File: src/rtl/serial_comparator_ctrl_pkg.sv
// serial_comparator_ctrl_pkg: FSM state encoding and shared comparator result codes.
package serial_comparator_ctrl_pkg;
    localparam logic [1:0] ST_IDLE = 2'b00;
    localparam logic [1:0] ST_CMP  = 2'b01;
    localparam logic [1:0] ST_DONE = 2'b10;
    // Result codes packed as {g, l, eq}
    localparam logic [2:0] RES_NONE = 3'b000;
    localparam logic [2:0] RES_GT   = 3'b100;
    localparam logic [2:0] RES_LT   = 3'b010;
    localparam logic [2:0] RES_EQ   = 3'b001;
endpackage

File: src/rtl/comparator_1_bit.sv
// comparator_1_bit: combinational single-bit magnitude comparator.
module comparator_1_bit (
    input  logic a_in,
    input  logic b_in,
    output logic g_out,
    output logic l_out,
    output logic eq_out
);
    assign g_out  = a_in & ~b_in;
    assign l_out  = ~a_in & b_in;
    assign eq_out = ~(a_in ^ b_in);
endmodule

File: src/rtl/serial_comparator_ctrl.sv
// serial_comparator_ctrl: MSB-first serial magnitude compare of two operands with early exit.
module serial_comparator_ctrl
    import serial_comparator_ctrl_pkg::*;
#(
    parameter  int WIDTH = 8,
    localparam int IDX_W = (WIDTH > 1) ? $clog2(WIDTH) : 1
) (
    input  logic             clk_in,
    input  logic             rst_in,
    input  logic             start_in,
    input  logic [WIDTH-1:0] a_in,
    input  logic [WIDTH-1:0] b_in,
    output logic             busy_out,
    output logic             done_out,
    output logic             g_out,
    output logic             l_out,
    output logic             eq_out
);
    logic [1:0]       state_q, state_d;
    logic [IDX_W-1:0] idx_q, idx_d;
    logic [WIDTH-1:0] a_q, a_d, b_q, b_d;
    logic [2:0]       res_q, res_d;
    logic             bit_g, bit_l, bit_eq, accept, in_cmp, last;

    comparator_1_bit u_bit (
        .a_in  (a_q[idx_q]),
        .b_in  (b_q[idx_q]),
        .g_out (bit_g),
        .l_out (bit_l),
        .eq_out(bit_eq)
    );

    always_ff @(posedge clk_in) begin
        if (rst_in) begin
            state_q <= ST_IDLE;
            idx_q   <= '0;
            a_q     <= '0;
            b_q     <= '0;
            res_q   <= RES_NONE;
        end else begin
            state_q <= state_d;
            idx_q   <= idx_d;
            a_q     <= a_d;
            b_q     <= b_d;
            res_q   <= res_d;
        end
    end

    // CMP never accepts, so a start during the sweep is simply dropped
    always_comb begin
        in_cmp  = state_q == ST_CMP;
        accept  = start_in && !in_cmp;
        last    = bit_g | bit_l | (bit_eq && idx_q == '0);
        state_d = accept ? ST_CMP : in_cmp ? (last ? ST_DONE : ST_CMP) : ST_IDLE;
    end

    always_comb begin
        a_d   = accept ? a_in : a_q;
        b_d   = accept ? b_in : b_q;
        idx_d = accept ? IDX_W'(WIDTH - 1) : (in_cmp && !last) ? idx_q - IDX_W'(1) : idx_q;
        res_d = accept ? RES_NONE : !in_cmp ? res_q : bit_g ? RES_GT : bit_l ? RES_LT :
                idx_q == '0 ? RES_EQ : res_q;
    end

    always_comb begin
        busy_out               = in_cmp;
        done_out               = state_q == ST_DONE;
        {g_out, l_out, eq_out} = res_q;
    end
endmodule
File: config.mk
export PLATFORM = sky130hd
export DESIGN_NAME = serial_comparator_ctrl
export DESIGN_NICKNAME = d
export VERILOG_FILES = /design/src/rtl/serial_comparator_ctrl_pkg.sv /design/src/rtl/comparator_1_bit.sv /design/src/rtl/serial_comparator_ctrl.sv
export SDC_FILE = /design/constraint.sdc
export NUM_CORES = 1
export LEC_CHECK = 0
export CAP_MARGIN = 25
export CORE_MARGIN = 3
export CORE_UTILIZATION = 38
export CTS_BUF_LIST = sky130_fd_sc_hd__clkbuf_16
export CTS_CLUSTER_DIAMETER = 30
export DETAILED_ROUTE_END_ITERATION = 12
export GPL_TIMING_DRIVEN = 0
export HOLD_SLACK_MARGIN = 0.08
export PLACE_DENSITY = 0.75
export REMOVE_ABC_BUFFERS = 1
export SYNTH_ARGS = -nofsm -noshare
export SYNTH_HDL_FRONTEND = slang
export SYNTH_HIERARCHICAL = 1
export SYNTH_SLANG_ARGS = --single-unit
export TNS_END_PERCENT = 5
File: constraint.sdc
create_clock -name clk_in -period 4.5 [get_ports clk_in]
set_input_delay 0.45 -clock clk_in [delete_from_list [all_inputs] [get_ports clk_in]]
set_output_delay 0.45 -clock clk_in [all_outputs]
set_load 0.01 [all_outputs]
* Yosys cells after proc, flatten, opt, wreduce, memory -nomap -nowiden
Index checks and enable logic that the tools add are counted.
W data, S select, Z words.
** Storage, ports and cells
- Logic and storage cells :: 42
- Register bits after elaboration :: 24
- ROM bits :: 0
- Input bits :: 19
- Memories :: 0
- Output and inout port bits :: 5
- Latch bits :: 0
- Memory bits (writable) :: 0
** Cells by class
- Shift-type cells :: 0
- $mul :: 0
- Add/sub/neg operators :: 1
- Multiplexer cells :: 12
- Reduce and logical (&&, ||, !) cells :: 11
- Bitwise gates (word level) :: 9
- Order comparisons :: 1
- Div/mod/pow operators :: 0
- Equal/unequal tests :: 2
** Operators with widths (count)
- $mux W3 :: 5
- $bmux W1 S3 :: 2
- $lt A3 B4 Y1 const B :: 1
- $mux W1 :: 4
- $not A1 Y1 :: 4
- $logic_and A1 B1 Y1 :: 3
- $logic_not A3 Y1 :: 1
- $reduce_bool A3 Y1 :: 1
- $reduce_or A3 Y1 :: 1
- $sub A3 B1 Y3 const B :: 1
- $and A1 B1 Y1 :: 2
- $eq A2 B1 Y1 const B :: 1
- $eq A2 B2 Y1 const B :: 1
- $logic_not A1 Y1 :: 2
- $mux W2 :: 1
- $or A1 B1 Y1 :: 2
- $reduce_and A2 Y1 :: 1
- $reduce_bool A2 Y1 :: 1
- $reduce_or A2 Y1 :: 1
- $xor A1 B1 Y1 :: 1

* Longest topological paths before layout
Gate-level depths: netlist (run 1).
- Word-level depth :: 10
- Gate-level depth with buffers :: 9
- Depth with buffers taken out :: 8

* Modules after synthesis
Netlist (run 1), hierarchy kept.
** By module, submodules not included
- serial_comparator_ctrl :: area each 1074.8 um^2, sequential area each 480.5 um^2, cells each 118, instances 1
- comparator_1_bit :: area each 32.5 um^2, sequential area each 0.0 um^2, cells each 4, instances 1

* Least setup slack after synthesis (run 1)
OpenSTA, ideal clock, no wires.
- Path kind :: register to register
- Start :: register idx_q[0]
- End :: register idx_q[2]
- Cell stages (with the launch flop) :: 9
- Period minus slack after synthesis :: 2255 ps
- Library setup time :: 91 ps
- Setup slack :: 2245 ps
- Data arrival time :: 2164 ps
- Required time :: 4409 ps
- Buffers on the path :: 1
- Path through :: dfxtp_1 -> buf_6 -> mux4_1 -> mux2_2 -> ha_1 -> nor2_2 -> nand2_1 -> a211o_1 -> a311oi_1
** Between the ends
- Word-level cells in the longest chain between the ends :: 9
- Elaborated cells between the ends (all ways) :: 20
- Those cells by class :: add/sub (1); mux (6); bitwise (8); reduce/logical (5)
** Ends and longest elaborated chain
- from (decl) :: RTL line serial_comparator_ctrl.sv:20 : logic [IDX_W-1:0] idx_q, idx_d;
- from (signal assigned) :: RTL line serial_comparator_ctrl.sv:42 : idx_q <= idx_d;
- $bmux W1 S3 :: RTL line serial_comparator_ctrl.sv:27 : .b_in (b_q[idx_q]),
- $mux W1 (not written as such) :: RTL line serial_comparator_ctrl.sv:27
- $not A1 Y1 :: RTL line comparator_1_bit.sv:9 : assign g_out = a_in & ~b_in;
- $and A1 B1 Y1 (*) :: RTL line comparator_1_bit.sv:9
- net bit_g :: RTL line serial_comparator_ctrl.sv:23 : logic bit_g, bit_l, bit_eq, accept, in_cmp, last;
- $or A1 B1 Y1 (*) (2 in series) :: RTL line serial_comparator_ctrl.sv:53 : last = bit_g | bit_l | (bit_eq && idx_q == '0);
- $logic_not A1 Y1 (*) :: RTL line serial_comparator_ctrl.sv:60 : idx_d = accept ? IDX_W'(WIDTH - 1) : (in_cmp && !last) ? idx_q - IDX_W'(1) : idx_q;
- $logic_and A1 B1 Y1 (*) :: RTL line serial_comparator_ctrl.sv:60
- $reduce_bool A2 Y1 (no source line) (*)
The timed path passes the listed nets; every way through them passes the cells marked *. The select of a mux whose other input is x is not followed.
A chain may end at the register's enable or synchronous reset.

* Worst setup path in the final report (run 1)
Same ends and word-level chain as after synthesis.

==> qor.txt, run 1 <==
layout filler cell count - 249
max-slew violation total from the final report - 0
core region area - 2610 µm²
Setup Total Neg Slack - 0 ns
number of clock sinks - 24
maximum fanout count along the critical path - 6
worst setup path category - flip-flop to flip-flop
mux contribution to synthesized area - 0.115
leading cell type by number of instances after synthesis - sky130_fd_sc_hd__nand2_1
share of the synthesized area in compound gates (AO/OA/AOI/OAI) - 0.155
routed vias/inst - 5.13
count of warnings emitted by yosys - 6
area share of xor/xnor cells in the synthesized design - 0
worst slew margin relative to its limit - 0.402
die span in y - 60.0 µm
net count reported at finish - 166
clock latency reported for the late side of the worst-skew pair - 0.26 ns
depth of the most critical reg-to-reg path - 7
Setup crit start kind - flip-flop
top cells by area, synth - sky130_fd_sc_hd__dfxtp_1 43%, sky130_fd_sc_hd__nand2_1 12%, sky130_fd_sc_hd__mux4_1 9.5%
cells along the critical path - mux4_1 > mux2_2 > ha_1 > nor2_2 > nand2_1 > a211o_1 > a311oi_1
minimum clock period after layout - 2.52 ns
library cell occupying the most area in the post-synthesis netlist - sky130_fd_sc_hd__dfxtp_1
run status - complete, no violations
longest individual stage delay on the worst path - 0.60 ns
FF-to-FF Start - idx_q[0]
routability congestion estimate - 0.675
unrepaired setup endpoints after global routing - no
starting density of the core - 0.424
clock slew seen by the registers of the worst setup and hold paths - 0.06 ns
clock tree buffer depth - 2
post-synthesis share of cell area spent on and, or, nand and nor gates - 0.191
number of flops mapped to enable cells by yosys - 0
total clock buffers created by CTS - 3
met3 track utilization from global routing - 0.0324
total of hold buffers inserted after clock tree synthesis - 0
CTS tree - built
post-detailed-route DRC marker count - 0
post-synthesis instance total - 122
average size of a mapped cell - 9.08 µm²
required time reported for the critical path endpoint - 4.66 ns
proportion of synthesized chip area in sequential cells - 0.434
global-route wire length before repair - 3.59 mm
layer with the highest usage - met2
CP max stage cell - sky130_fd_sc_hd__mux4_1
most common library cells after synthesis - 34 x sky130_fd_sc_hd__nand2_1, 24 x sky130_fd_sc_hd__dfxtp_1, 17 x sky130_fd_sc_hd__a21oi_1, 6 x sky130_fd_sc_hd__inv_1, 5 x sky130_fd_sc_hd__nor2_1
Critical Path End Type - flip-flop
adder-cell share of the synthesized area - 0.0452
number of antenna repair diodes - 0
leakage dissipation - 0.555 nW
start point of the worst hold path - b_q[0]
main combinational cell family by area after synthesis - simple AND/OR/NAND/NOR gates
final-report setup violation count - 0
Post-CTS Resized - 0
cell area after layout - 1410 µm²
most used flip-flop cell after synthesis - sky130_fd_sc_hd__dfxtp_1
I/O pin total - 24
fraction of final layout cells with drive strength greater than 1 - 0.0775
all-layer global routing usage - 0.135
routed wirelength normalized by instance count - 12.5 µm
total number of vias - 883
destination of the worst register-to-register timing path - idx_q[2]
number of antenna violations at the first check in global routing - 0
synth unique cells - 30
max-cap check violation count - 0
largest net degree at the start of global routing - 25
wirelength, routed - 2.15 mm
Post-Route Skew - 0.00143 ns
FMAX - 396 MHz
library cell used as clock root buffer - sky130_fd_sc_hd__clkbuf_16
Die Outline Area - 3600 µm²
worst-margin pin slew - 0.894 ns
remaining global-route overflow - 0
vias in the first global route - 861
DRT iter0 DRCs - 19
Area Overhead vs Synth - 27.3%
number of cells on the worst hold path - 2
HPWL reported at the end of detailed placement - 1.53 mm
Peak VDD IR - 251 µV
number of placement rows - 18
Die Wd - 60.0 µm
port bufs - 23
grt met1 use - 0.156
Antenna Violating Nets Remaining - 0
Post-DP Area - 1330 µm²
flip-flop and latch count after synthesis - 24
ratio of total power to cell area - 402 nW/µm²
summed instance area of the synthesized netlist - 1110 µm²
area share of the largest cell type after synthesis - 0.434
Period Utilization, post-route - 0.561
# Post-CTS Setup Buffers - 0
number of H-tree levels - 1
proportion of synthesized flip-flops having asynchronous set or reset - 0
worst hold path endpoint - b_q[0]
critical path arrival - 2.68 ns
path type of the worst min-delay path - flip-flop to flip-flop
GR Util met2 - 0.235
register-to-register setup slack - 1.98 ns
count of TritonRoute iterations in the first routing pass - 4
final hold vios - 0
-- state kept, by name, summed over array words and instances, names as in the netlist --
| name | flops |
|---|---|
| b_q | 8 |
| idx_q | 3 |
| res_q | 3 |
| state_q | 2 |
| a_q | 8 |
-- report_power, final --
part / internal (mW) / leakage [nW] / switching (mW)
combinational: 0.0645 / 0.319 / 0.0635
clock: 0.119 / 0.0385 / 0.0729
sequential: 0.232 / 0.197 / 0.0156
-- cells by family after synthesis --
family,count (synthesis)
fa+ha+maj,4
compound gates,26
simple gates,49
mux,6
buf+inv,13
flops,24
-- through the flow --
stage	worst slack, ns	cells	total power [mW]	hold slack, ns	util
6_report	1.98	172	0.567	0.451	0.540
5_1_grt	1.81	172	0.597	0.481	0.540
4_1_cts	1.97	172	0.573	0.457	0.540
3_5_place_dp	1.99	168	0.380	0.446	0.510
3_3_place_gp	2.03	168	0.375	0.441	0.510
2_1_floorplan	2.22	115	0.333	0.425	-
-- worst max path at each step --
stage,cells after the start,startpoint,endpoint,slack (ns)
CTS,7,idx_q[0],idx_q[2],1.97
floorplan,7,idx_q[0],idx_q[2],2.22
global placement,7,idx_q[0],idx_q[2],2.03
detailed placement,7,idx_q[0],idx_q[2],1.99
finish,7,idx_q[0],idx_q[2],1.98
global route,7,idx_q[0],idx_q[2],1.81
-- cell usage in the layout (no fill, tap or decap) --
master                            synthesis  layout
sky130_fd_sc_hd__a2111oi_2                1       1
sky130_fd_sc_hd__a211o_1                  1       1
sky130_fd_sc_hd__a211oi_1                 1       1
sky130_fd_sc_hd__a21o_1                   1       1
sky130_fd_sc_hd__a21o_2                   1       1
sky130_fd_sc_hd__a21oi_1                 17      17
sky130_fd_sc_hd__a221oi_2                 1       1
sky130_fd_sc_hd__a311oi_1                 1       1
sky130_fd_sc_hd__a31oi_1                  1       1
sky130_fd_sc_hd__a32oi_1                  1       1
sky130_fd_sc_hd__and2_1                   1       1
sky130_fd_sc_hd__and3_2                   1       1
sky130_fd_sc_hd__clkbuf_16                0       3
sky130_fd_sc_hd__clkdlybuf4s50_1          0      23
sky130_fd_sc_hd__clkinv_1                 0       1
sky130_fd_sc_hd__dfxtp_1                 24      24
sky130_fd_sc_hd__ha_1                     4       4
sky130_fd_sc_hd__inv_1                    6       6
sky130_fd_sc_hd__mux2_2                   2       2
sky130_fd_sc_hd__mux4_1                   4       4
sky130_fd_sc_hd__nand2_1                 34      34
sky130_fd_sc_hd__nand2_2                  1       1
sky130_fd_sc_hd__nand2b_1                 2       2
sky130_fd_sc_hd__nand3b_1                 1       1
sky130_fd_sc_hd__nor2_1                   5       5
sky130_fd_sc_hd__nor2_2                   1       1
sky130_fd_sc_hd__nor2b_1                  1       1
sky130_fd_sc_hd__nor3_1                   1       1
sky130_fd_sc_hd__nor3b_1                  1       1
-- final cells by class --
class / instances / area (µm²) / share of cell area
sequential: 24 / 480 / 0.341
clock inverter: 1 / 3.75 / 0.00266
tap: 30 / 37.5 / 0.0266
clock buffer: 3 / 75.1 / 0.0532
inverter: 6 / 22.5 / 0.0160
multi-input combinational: 85 / 561 / 0.398
timing repair buffer: 23 / 230 / 0.163
-- worst max-delay path: cells and delay by family, from the launching register on --
family                     cells  cell delay [ns]
DFF                            1             0.48
muxes                          2             0.89
adders and majority gates      1             0.24
and+or+nand+nor                2             0.29
AOI/OAI and AO/OA              2             0.50
-- per-layer routing --
| metal | share of wire | up-vias | routed length, µm |
|---|---|---|---|
| li1 | - | 456 | - |
| met3 | 0.048 | 4 | 104 |
| met2 | 0.48 | 21 | 1030 |
| met4 | 0.014 | 0 | 29 |
| met1 | 0.46 | 402 | 986 |
| met5 | 0 | - | 0 |
Power figures use the tool's default switching activity.
==> inputs of run 2 (changes only) <==
==> constraint.sdc (replaced) <==
create_clock -name clk_in -period 2.47 [get_ports clk_in]
set_input_delay 0.247 -clock clk_in [delete_from_list [all_inputs] [get_ports clk_in]]
set_output_delay 0.247 -clock clk_in [all_outputs]
set_load 0.01 [all_outputs]
==> run 2 against run 1 <==
- largest cell class unchanged
- clock power up 81%
- fmax up 7.9%
- global-route usage unchanged
- largest power group unchanged
- via count down 2.0%
- sequential power up 82%
- register-to-register slack worse by 1.8 ns
- cell count unchanged
- combinational power up 86%
- sequential cell count unchanged
- clock-buffer cell count unchanged
==> qor.txt, run 2 (same netlist as run 1, synthesis figures left out) <==
run status - complete, no violations (unchanged)
all-layer global routing usage - 0.135 (unchanged)
Critical Path End Type - flip-flop (unchanged)
worst setup slack after layout - 0.131 ns (was 1.98 ns)
remaining global-route overflow - 0 (unchanged)
global-route wire length before repair - 3.59 mm (unchanged)
clock latency reported for the late side of the worst-skew pair - 0.26 ns (about the same)
number of clock sinks - 24 (unchanged)
Worst Hold Margin - 0.451 ns (about the same)
net count reported at finish - 166 (unchanged)
portion of total power attributed to combinational logic - 0.229 (was 0.226)
Power Internal - 0.760 mW (was 0.415 mW)
starting density of the core - 0.424 (unchanged)
max-slew violation total from the final report - 0 (unchanged)
post-route non-filler standard cell count - 172 (unchanged)
number of placement rows - 18 (unchanged)
critical path arrival - 2.43 ns (was 2.68 ns)
depth of the most critical reg-to-reg path - 7 (unchanged)
fraction of final layout cells with drive strength greater than 1 - 0.0845 (was 0.0775)
most common cell after layout, fill and taps aside - sky130_fd_sc_hd__nand2_1 (unchanged)
minimum clock period after layout - 2.34 ns (was 2.52 ns)
largest net degree at the start of global routing - 25 (unchanged)
number of antenna violations at the first check in global routing - 0 (unchanged)
unrepaired setup endpoints after global routing - no (unchanged)
count of TritonRoute iterations in the first routing pass - 4 (unchanged)
Antenna Violating Nets Remaining - 0 (unchanged)
GR Util met2 - 0.235 (unchanged)
clock share of power - 0.335 (was 0.338)
port bufs - 23 (unchanged)
biggest regs - a_q x8, b_q x8 (unchanged)
max-cap check violation count - 0 (unchanged)
routed vias/inst - 5.03 (was 5.13)
I/O pin total - 24 (unchanged)
highest-count cells in the layout ignoring fill and taps - 34 x sky130_fd_sc_hd__nand2_1, 23 x sky130_fd_sc_hd__dfxtp_1, 23 x sky130_fd_sc_hd__clkdlybuf4s50_1 (was 34 x sky130_fd_sc_hd__nand2_1, 24 x sky130_fd_sc_hd__dfxtp_1, 23 x sky130_fd_sc_hd__clkdlybuf4s50_1)
maximum fanout count along the critical path - 6 (unchanged)
Area Overhead vs Synth - 28.1% (was 27.3%)
total number of vias - 865 (was 883)
worst slew margin relative to its limit - 0.404 (was 0.402)
Post-Route Skew - 0.00211 ns (was 0.00143 ns)
register-to-register setup slack - 0.13 ns (was 1.98 ns)
ratio of total power to cell area - 731 nW/µm² (was 402 nW/µm²)
post-detailed-route DRC marker count - 0 (unchanged)
final hold vios - 0 (unchanged)
path type of the worst min-delay path - flip-flop to flip-flop (unchanged)
core region area - 2610 µm² (unchanged)
HPWL reported at the end of detailed placement - 1.53 mm (unchanged)
wirelength, routed - 2.14 mm (was 2.15 mm)
clock slew seen by the registers of the worst setup and hold paths - 0.06 ns (about the same)
Setup crit start kind - flip-flop (unchanged)
library cell used as clock root buffer - sky130_fd_sc_hd__clkbuf_16 (unchanged)
sw power - 0.277 mW (was 0.152 mW)
Die Outline Area - 3600 µm² (unchanged)
routability congestion estimate - 0.675 (unchanged)
DRT iter0 DRCs - 17 (was 19)
# Post-CTS Setup Buffers - 0 (unchanged)
Period Utilization, post-route - 0.947 (was 0.561)
number of H-tree levels - 1 (unchanged)
FF-to-FF Start - idx_q[0] (unchanged)
layer with the highest usage - met2 (unchanged)
total power consumption of the routed design - 1.04 mW (was 0.567 mW)
Placement Setup Slack - -0.0371 ns (was 1.99 ns)
final-report setup violation count - 0 (unchanged)
Peak VDD IR - 451 µV (was 251 µV)
Setup Total Neg Slack - 0 ns (unchanged)
switching fraction of total power - 0.267 (was 0.268)
die span in y - 60.0 µm (unchanged)
proportion of power drawn by flip-flops and latches - 0.436 (about the same)
FMAX - 428 MHz (was 396 MHz)
clock tree buffer depth - 2 (unchanged)
CTS tree - built (unchanged)
count of placed standard cells including taps - 168 (unchanged)
start point of the critical path - idx_q[0] (unchanged)
leakage dissipation - 0.557 nW (was 0.555 nW)
routed wirelength normalized by instance count - 12.4 µm (was 12.5 µm)
worst setup path category - flip-flop to flip-flop (unchanged)
capturing element of the worst setup path - idx_q[1] (was idx_q[2])
Die Wd - 60.0 µm (unchanged)
worst-margin pin slew - 0.891 ns (was 0.894 ns)
met3 track utilization from global routing - 0.0324 (unchanged)
grt met1 use - 0.156 (unchanged)
total clock buffers created by CTS - 3 (unchanged)
number of antenna repair diodes - 0 (unchanged)
destination of the worst register-to-register timing path - idx_q[1] (was idx_q[2])
vias in the first global route - 861 (unchanged)
required time reported for the critical path endpoint - 2.57 ns (was 4.66 ns)
[run 2: cell counts in the layout (fill, tap and decap cells not counted)]
Identical to the previous run, type by type.
[run 2: through the flow]
stage | area, µm² | utilization
4_1_cts | 1410 | 0.540
2_1_floorplan | 1060 | -
3_5_place_dp | 1330 | 0.510
6_report | 1420 | 0.543
3_3_place_gp | 1330 | 0.510
5_1_grt | 1420 | 0.543
[run 2: how the worst min path moves through the flow]
stage,endpoint,cells after the start,startpoint
floorplan,idx_q[1],1,rst_in
global placement,a_q[7],2,a_q[7]
detailed placement,a_q[6],2,a_q[6]
CTS,b_q[0],2,b_q[0]
global route,a_q[4],2,a_q[4]
finish,b_q[0],2,b_q[0]
[run 2: power groups by stage]
stage / Sequential [mW] / Clock [mW] / Combinational, mW
after global placement: 0.457 / 0 / 0.226
final: 0.452 / 0.348 / 0.238
after floorplan: 0.452 / 0 / 0.155
after CTS: 0.452 / 0.358 / 0.234
after global routing: 0.457 / 0.369 / 0.267
after detailed placement: 0.459 / 0 / 0.233
[run 2: metal layers]
layer / up-vias / wire length [µm] / share of wire
li1: 458 / - / -
met1: 382 / 986 / 0.46
met2: 21 / 1020 / 0.47
met3: 4 / 104 / 0.049
met4: 0 / 32 / 0.015
met5: - / 0 / 0
[run 2: layout make-up]
cell class	instances	area, µm²
clock buffers	3	75.1
clock inverters	1	3.75
fillers	245	1190
inverters	6	22.5
multi-input cells	85	566
flip-flops and latches	24	484
well taps	30	37.5
repair buffers	23	230
[run 2: repair_timing]
item | 4_1_cts | 5_1_grt
gates resized for setup | 1 | 2
hold buffers | 0 | 0
setup endpoints to repair | 2 | 2
pin swaps | 0 | 1
[run 2: worst max-delay path, cell delays in order, from the launching register on]
cell and delay [ns]:
sky130_fd_sc_hd__dfxtp_4 0.39, sky130_fd_sc_hd__mux4_1 0.55, sky130_fd_sc_hd__mux2_2 0.29, sky130_fd_sc_hd__ha_1 0.30, sky130_fd_sc_hd__nand3b_1 0.10, sky130_fd_sc_hd__and3_2 0.25
sky130_fd_sc_hd__nor2_1 0.21, sky130_fd_sc_hd__a221oi_2 0.09
